$ cat src/rtl/uart_arb_defs.sv
// rtl/uart_arb_defs.sv - shared state encodings and frame width helper for the UART frame arbiter
`ifndef UART_ARB_SLICE_W
`define UART_ARB_SLICE_W(nbytes) ((nbytes) * 8)
`endif

package uart_arb_defs;

    typedef enum logic [2:0] {
        ST_IDLE      = 3'd0,
        ST_LOAD      = 3'd1,
        ST_START     = 3'd2,
        ST_WAIT_BUSY = 3'd3,
        ST_WAIT_DONE = 3'd4,
        ST_RELEASE   = 3'd5
    } arb_state_e;

endpackage

$ cat src/rtl/rr_priority_pick.sv
// rtl/rr_priority_pick.sv - combinational round-robin pick: first set request at or above ptr, wrapping
module rr_priority_pick #(
    parameter int NUM_REQ = 3,
    parameter int IDX_W   = $clog2(NUM_REQ)
) (
    input  logic [NUM_REQ-1:0] req_i,
    input  logic [IDX_W-1:0]   ptr_i,
    output logic [NUM_REQ-1:0] winner_oh_o,
    output logic [IDX_W-1:0]   winner_idx_o,
    output logic               valid_o
);

    // One spare bit so ptr + offset never overflows before the explicit wrap.
    logic [IDX_W:0] idx;

    always_comb begin
        winner_oh_o  = '0;
        winner_idx_o = '0;
        valid_o      = 1'b0;
        idx          = '0;
        for (int k = 0; k < NUM_REQ; k++) begin
            idx = {1'b0, ptr_i} + (IDX_W + 1)'(k);
            if (idx >= (IDX_W + 1)'(NUM_REQ)) begin
                idx = idx - (IDX_W + 1)'(NUM_REQ);
            end
            if (!valid_o && req_i[idx[IDX_W-1:0]]) begin
                valid_o                      = 1'b1;
                winner_oh_o[idx[IDX_W-1:0]] = 1'b1;
                winner_idx_o                 = idx[IDX_W-1:0];
            end
        end
    end

endmodule

$ cat src/rtl/uart_frame_arbiter.sv
// rtl/uart_frame_arbiter.sv - round-robin owner of the shared UART transmitter; latches a frame,
// pulses start_tx and tracks tx_busy_total until the frame has been shifted out.
module uart_frame_arbiter
    import uart_arb_defs::*;
#(
    parameter int NUM_REQ       = 3,
    parameter int FRAME_BYTES   = 18,
    parameter int START_TIMEOUT = 1023
) (
    input  logic                                 clk_i,
    input  logic                                 reset_n_i,
    input  logic [NUM_REQ-1:0]                   req_i,
    input  logic [NUM_REQ*FRAME_BYTES*8-1:0]     frame_in_i,
    input  logic                                 tx_busy_total_i,
    output logic [FRAME_BYTES*8-1:0]             frame_out_o,
    output logic                                 start_tx_o,
    output logic [NUM_REQ-1:0]                   grant_o,
    output logic [NUM_REQ-1:0]                   done_o,
    output logic                                 timeout_err_o,
    output logic                                 busy_o
);

    localparam int FRAME_W = `UART_ARB_SLICE_W(FRAME_BYTES);
    localparam int IDX_W   = $clog2(NUM_REQ);
    localparam int CNT_W   = $clog2(START_TIMEOUT + 1);

    arb_state_e            state_q, state_d;
    logic [NUM_REQ-1:0]    grant_q, grant_d;
    logic [IDX_W-1:0]      owner_q, owner_d;
    logic [IDX_W-1:0]      rr_ptr_q, rr_ptr_d;
    logic [CNT_W-1:0]      cnt_q, cnt_d;
    logic                  to_q, to_d;
    logic [FRAME_W-1:0]    frame_q, frame_d;

    logic [NUM_REQ-1:0]    pick_oh;
    logic [IDX_W-1:0]      pick_idx;
    logic                  pick_valid;
    logic                  to_hit;

    rr_priority_pick #(
        .NUM_REQ (NUM_REQ),
        .IDX_W   (IDX_W)
    ) u_pick (
        .req_i        (req_i),
        .ptr_i        (rr_ptr_q),
        .winner_oh_o  (pick_oh),
        .winner_idx_o (pick_idx),
        .valid_o      (pick_valid)
    );

    assign to_hit = (state_q == ST_WAIT_BUSY) && !tx_busy_total_i
                    && (cnt_q == CNT_W'(START_TIMEOUT));

    always_comb begin
        state_d  = state_q;
        grant_d  = grant_q;
        owner_d  = owner_q;
        rr_ptr_d = rr_ptr_q;
        cnt_d    = cnt_q;
        to_d     = to_q;
        frame_d  = frame_q;
        case (state_q)
            ST_IDLE: begin
                if (pick_valid && !tx_busy_total_i) begin
                    grant_d = pick_oh;
                    owner_d = pick_idx;
                    state_d = ST_LOAD;
                end
            end
            ST_LOAD: begin
                for (int i = 0; i < NUM_REQ; i++) begin
                    if (owner_q == IDX_W'(i)) begin
                        frame_d = frame_in_i[i*FRAME_W +: FRAME_W];
                    end
                end
                state_d = ST_START;
            end
            ST_START: begin
                cnt_d   = '0;
                to_d    = 1'b0;
                state_d = ST_WAIT_BUSY;
            end
            ST_WAIT_BUSY: begin
                if (tx_busy_total_i) begin
                    state_d = ST_WAIT_DONE;
                end else if (to_hit) begin
                    to_d    = 1'b1;
                    state_d = ST_RELEASE;
                end else begin
                    cnt_d = cnt_q + CNT_W'(1);
                end
            end
            ST_WAIT_DONE: begin
                if (!tx_busy_total_i) begin
                    state_d = ST_RELEASE;
                end
            end
            ST_RELEASE: begin
                // Advance past the owner even after a timeout so a dead producer cannot starve others.
                rr_ptr_d = (owner_q == IDX_W'(NUM_REQ - 1)) ? '0 : owner_q + IDX_W'(1);
                grant_d  = '0;
                state_d  = ST_IDLE;
            end
            default: begin
                state_d = ST_IDLE;
                grant_d = '0;
            end
        endcase
    end

    always_ff @(posedge clk_i or negedge reset_n_i) begin
        if (!reset_n_i) begin
            state_q  <= ST_IDLE;
            grant_q  <= '0;
            owner_q  <= '0;
            rr_ptr_q <= '0;
            cnt_q    <= '0;
            to_q     <= 1'b0;
            frame_q  <= '0;
        end else begin
            state_q  <= state_d;
            grant_q  <= grant_d;
            owner_q  <= owner_d;
            rr_ptr_q <= rr_ptr_d;
            cnt_q    <= cnt_d;
            to_q     <= to_d;
            frame_q  <= frame_d;
        end
    end

    assign frame_out_o   = frame_q;
    assign grant_o       = grant_q;
    assign start_tx_o    = (state_q == ST_START);
    assign busy_o        = (state_q != ST_IDLE);
    assign done_o        = (state_q == ST_RELEASE && !to_q) ? grant_q : '0;
    assign timeout_err_o = to_hit;

endmodule

$ cat config.mk
export PLATFORM = sky130hd
export DESIGN_NAME = uart_frame_arbiter
export DESIGN_NICKNAME = d
export VERILOG_FILES = /design/src/rtl/uart_arb_defs.sv /design/src/rtl/rr_priority_pick.sv /design/src/rtl/uart_frame_arbiter.sv
export SDC_FILE = /design/constraint.sdc
export NUM_CORES = 1
export LEC_CHECK = 0
export CORE_AREA = 2 2 232 234
export CTS_BUF_LIST = sky130_fd_sc_hd__clkbuf_16
export CTS_CLUSTER_SIZE = 30
export DETAILED_ROUTE_END_ITERATION = 8
export DIE_AREA = 0 0 234 236
export MAX_ROUTING_LAYER = met4
export PLACE_DENSITY_LB_ADDON = 0.08
export SYNTH_ARGS = -nofsm -noshare
export SYNTH_HDL_FRONTEND = slang
export SYNTH_HIERARCHICAL = 1
export SYNTH_SLANG_ARGS = --single-unit
$ cat constraint.sdc
create_clock -name clk_i -period 5.7 [get_ports clk_i]
set_input_delay 1.425 -clock clk_i [delete_from_list [all_inputs] [get_ports clk_i]]
set_output_delay 1.425 -clock clk_i [all_outputs]
set_load 0.02 [all_outputs]
After elaboration in Yosys (flattened, before gate mapping). Index checks and enable logic that the tools add are counted. Widths: inputs -> output; s select.

Logic and storage cells: 107. Input bits: 438. Flip-flop bits (word level): 165. Output and inout port bits: 153.

Equal/unequal tests: 14. Mux-type cells: 42. Add/sub/neg operators: 7. Reductions and logical operators: 25. $lt $le $gt $ge: 9. Bitwise gates (word level): 3.

Operator list (count): $mux 144 (3); $mux 3 (9); $mux 10 (2); $pmux 10 s2 (1); $pmux 3 s5 (1); $mux 2 (7); $mux 1 (11); $add 10x1->10 const B (1); $eq 10x10->1 const B (1); $ne 2x2->1 const B (5); $logic_and 1x1->1 (9); $lt 2x3->1 const B (3); $reduce_and 3->1 (3); $bmux 1 s2 (3); $demux 1 s2 (3); $eq 3x2->1 const B (2); $eq 3x3->1 const B (2); $ge 2x1->1 const B (3); $ge 3x2->1 const B (2); $or 3x3->3 (2); $pmux 3 s2 (1); $reduce_and 2->1 (3); $reduce_bool 3->1 (2); $sub 2x2->2 const B (3); 15 further kinds (18).

Logic depth before layout (Yosys ltp).
Word-level depth: 14. Mapped depth: 9.

By module. The synthesis kept the hierarchy.

Modules (own cells, without submodules): uart_frame_arbiter (instances 1, area an instance 10761.6 sq um, cells each 1221); rr_priority_pick (instances 1, area an instance 281.5 sq um, cells each 41).

Worst setup path after synthesis. No wires, ideal clock.

Path kind: input to output. From: input port tx_busy_total_i. To: output port timeout_err_o. Slack: 1.969 ns. Stages on the path: 3. Arrival time: 2.306 ns. Cell sequence: inv_1 -> nand2b_1 -> nor4_1.

Longest elaborated chain between the ends: 3.

Ends and longest elaborated chain: start: declaration (line uart_frame_arbiter.sv:14) `input logic tx_busy_total_i,`; $logic_not 1->1; $logic_and 1x1->1 (line uart_frame_arbiter.sv:51) `assign to_hit = (state_q == ST_WAIT_BUSY) && !tx_busy_total_i`; $logic_and 1x1->1 (line uart_frame_arbiter.sv:52) `&& (cnt_q == CNT_W'(START_TIMEOUT));`; end: declaration (line uart_frame_arbiter.sv:19) `output logic timeout_err_o,`.

Every way passes these cells.

Worst setup path after layout. Ends and elaborated chain as after synthesis.

==> metrics.yaml <==
clock_tree:
  clockRootBuffer: "clkbuf_16"
  cts_made_buffers: 17
  insertion_delay_ps: 490
  htreeDepth: 4
  cts.path.max_buffers: 2
  clock-sinks: 165
  cts_tree: "yes"
  cts_setup_buffers: 0
  clk_pin_slew_ps: 60
  cts_resized: 0
  cts-hold-fix-buffers: 0
global_route:
  grt_overflow: 0
  grt_usage: 0.169
  grt_start_max_net_pins: 181
  antenna_found_initial: 9
  grt_pass1_vias: 10800
  grt_pass1_wl_um: 67300
synthesis:
  synthTopCellsByCount: "nand2_1, o21ai_0, dfrtp_1"
  synth_fa_ha_area_frac: 0.00567
  yosysTopAreaCell: "dfrtp_1"
  netlist_area_um2: 11000
  synth_edf_count: 0
  synth_xor_area_frac: 0
  ys_seq_area_frac: 0.374
  synthFlopType: "dfrtp_1"
  synth_compound_area_frac: 0.157
  yosysWarningCount: 6
  synth_top_area_frac: 0.374
  synthTopCellsByArea: "dfrtp_1, mux2_2, o21ai_0"
  postSynthCellCount: 1262
  yosysMostFrequentCell: "nand2_1"
  synth_area_per_cell_um2: 8.75
  synth_simple_gate_area_share: 0.132
  async_flop_share: 1.00
  synth_nets: 1705
  synth_top_family_by_area: "multiplexers"
  muxShareOfSynthArea: 0.283
  synth_seq_cells: 165
  yosysUniqueCellTypes: 53
worst_setup_path:
  cp.required_ps: 4280
  critPathMaxFanout: 5
  worstSetupStartpointType: "input port"
  r2r_start: "owner_q[0]"
  cpMostUsedCell: "clkdlybuf4s50_1"
  critical_path.slowest_cell: "clkdlybuf4s50_1"
  worstPathArrival_ps: 3180
  critical_path.top_delay_family: "buffers and inverters"
  startpoint: "tx_busy_total_i"
  crit_chain: "clkdlybuf4s50_1, inv_1, nand2b_1, nor4_1, clkdlybuf4s50_1"
  path_buf_inv: 3
  setup.worst_path.class: "input port to output pin"
  crit_path_max_incr_delay_ps: 720
  end_kind: "output pin"
final_layout:
  nNetsFinal: 2224
  final_area_um2: 18000
  drive_above_1_share: 0.110
  area_growth_pct: 63.0
  post-route-util: 0.339
  fin_cells: 2497
  fillCellCount: 5598
sta:
  finalHoldViolations: 0
  tns_ps: 0
  fin_ws_ps: 1090
  period_needed_ps: 4610
  clock.fmax_ghz: 0.217
  max_slew_margin: 0.331
  worst_pin_slew_ps: 1000
  setup_viol: 0
  holdWs_ps: 476
  rsz0062_at_grt: "no"
  skew_ps: 14.9
  min_period_over_period: 0.809
  slew_violations: 0
flow_run:
  maxCapViolCount: 0
pwr:
  p_leak_nw: 7.12
  combPwrFrac: 0.605
  vdd_ir_drop_max_mv: 0.269
  p_sw_frac: 0.443
  switching_power_mw: 3.72
  p_total_mw: 8.39
  power_density_nw_per_um2: 466
  sequentialPowerShare: 0.263
  p_int_mw: 4.67
  p_clk_frac: 0.133
placement:
  place_hpwl_um: 35000
  dpl.cell_count: 2458
  place_area_um2: 17500
  gp_congestion: 0.825
  port_buffers: 590
  pre_cts_slack_ps: 1110
floorplan:
  initial_core_util: 0.208
  ioPinCount: 591
  die_w_um: 234
  core.rowCount: 85
  core_um2: 53100
  fp.dieH_um: 236
  dieArea_um2: 55200
drt:
  wl_per_cell_um: 18.3
  drt_first_pass_iters: 4
  drt_iter0_drc: 326
  avgViaCountPerCell: 4.26
  antenna_left: 0
  drt-total-wl_um: 45700
  route.detailed.drc: 0
  vias: 10600
run_status:
  status: "completed"
min_path:
  hp-class: "flop to flop"
  hp-start: "frame_out_o[116]"
[per-layer routing]
metal	global-route usage	up-vias	share of wire
met2	0.285	340	0.50
met4	0.0474	0	0.015
met1	0.182	4804	0.40
met3	0.0699	34	0.092
li1	-	5465	-
met5	-	-	0
[worst reg2reg max path: cells and delay by family (launching register included)]
family	cells	cell delay, ps
flip-flops	1	900
AO/OA/AOI/OAI	2	550
AND/OR/NAND/NOR	1	760
buffers and inverters	1	720
[worst paths after layout]
| check | to | slack, ps | cells past startpoint |
|---|---|---|---|
| min reg2reg | frame_out_o[116] | 480 | 2 |
| max in group asynchronous | frame_out_o[43] | 3680 | 2 |
| min | frame_out_o[116] | 480 | 2 |
| max reg2reg | frame_out_o[60] | 2630 | 4 |
| min in group asynchronous | frame_out_o[136] | 960 | 1 |
| max | timeout_err_o | 1090 | 5 |
[cell type report]
cell class	count	area, µm²	share of cell area
Antenna cell	9	22.5	0.00125
Clock buffer	17	425	0.0236
Clock inverter	13	92.6	0.00514
Inverter	11	41.3	0.00229
Multi-Input combinational cell	986	6400	0.356
Sequential cell	165	4140	0.230
Tap cell	696	871	0.0484
Timing Repair Buffer	600	6010	0.334
[power by group through the flow]
| stage | Sequential, mW | Combinational, mW | Clock [mW] |
|---|---|---|---|
| 6_report | 2.20 | 5.07 | 1.11 |
| 2_1_floorplan | 2.69 | 2.59 | 0 |
| 4_1_cts | 2.22 | 5.18 | 1.19 |
| 5_1_grt | 2.32 | 5.61 | 1.24 |
| 3_5_place_dp | 2.23 | 5.18 | 0 |
| 3_3_place_gp | 2.21 | 5.16 | 0 |
[layout by cell type (no fill, tap or decap), types with 3 or more instances in the layout]
master,count
a21oi_1,14
and2_1,3
buf_4,8
clkbuf_16,17
clkdlybuf4s50_1,589
clkinv_1,4
clkinv_2,4
dfrtp_1,163
diode_2,9
ha_1,5
inv_1,12
mux2_2,146
mux2i_1,146
nand2_1,303
nand2b_1,3
nand3_1,6
nand3b_1,4
nor2_1,10
nor3_1,5
o21ai_0,297
o21ai_1,8
o31ai_1,3
[sequential cells by signal, indices dropped and copies added (netlist names)]
| name | flops |
|---|---|
| cnt_q | 10 |
| frame_out_o | 144 |
| grant_o | 3 |
| owner_q | 2 |
| rr_ptr_q | 2 |
| state_q | 3 |
| to_q | 1 |
[cell families after synthesis]
family	Yosys count
DFF	165
muxes	293
and+or+nand+nor	352
buffers and inverters	111
adders and majority gates	5
AOI/OAI and AO/OA	336
Note: power is estimated with default switching activity, not from simulation.
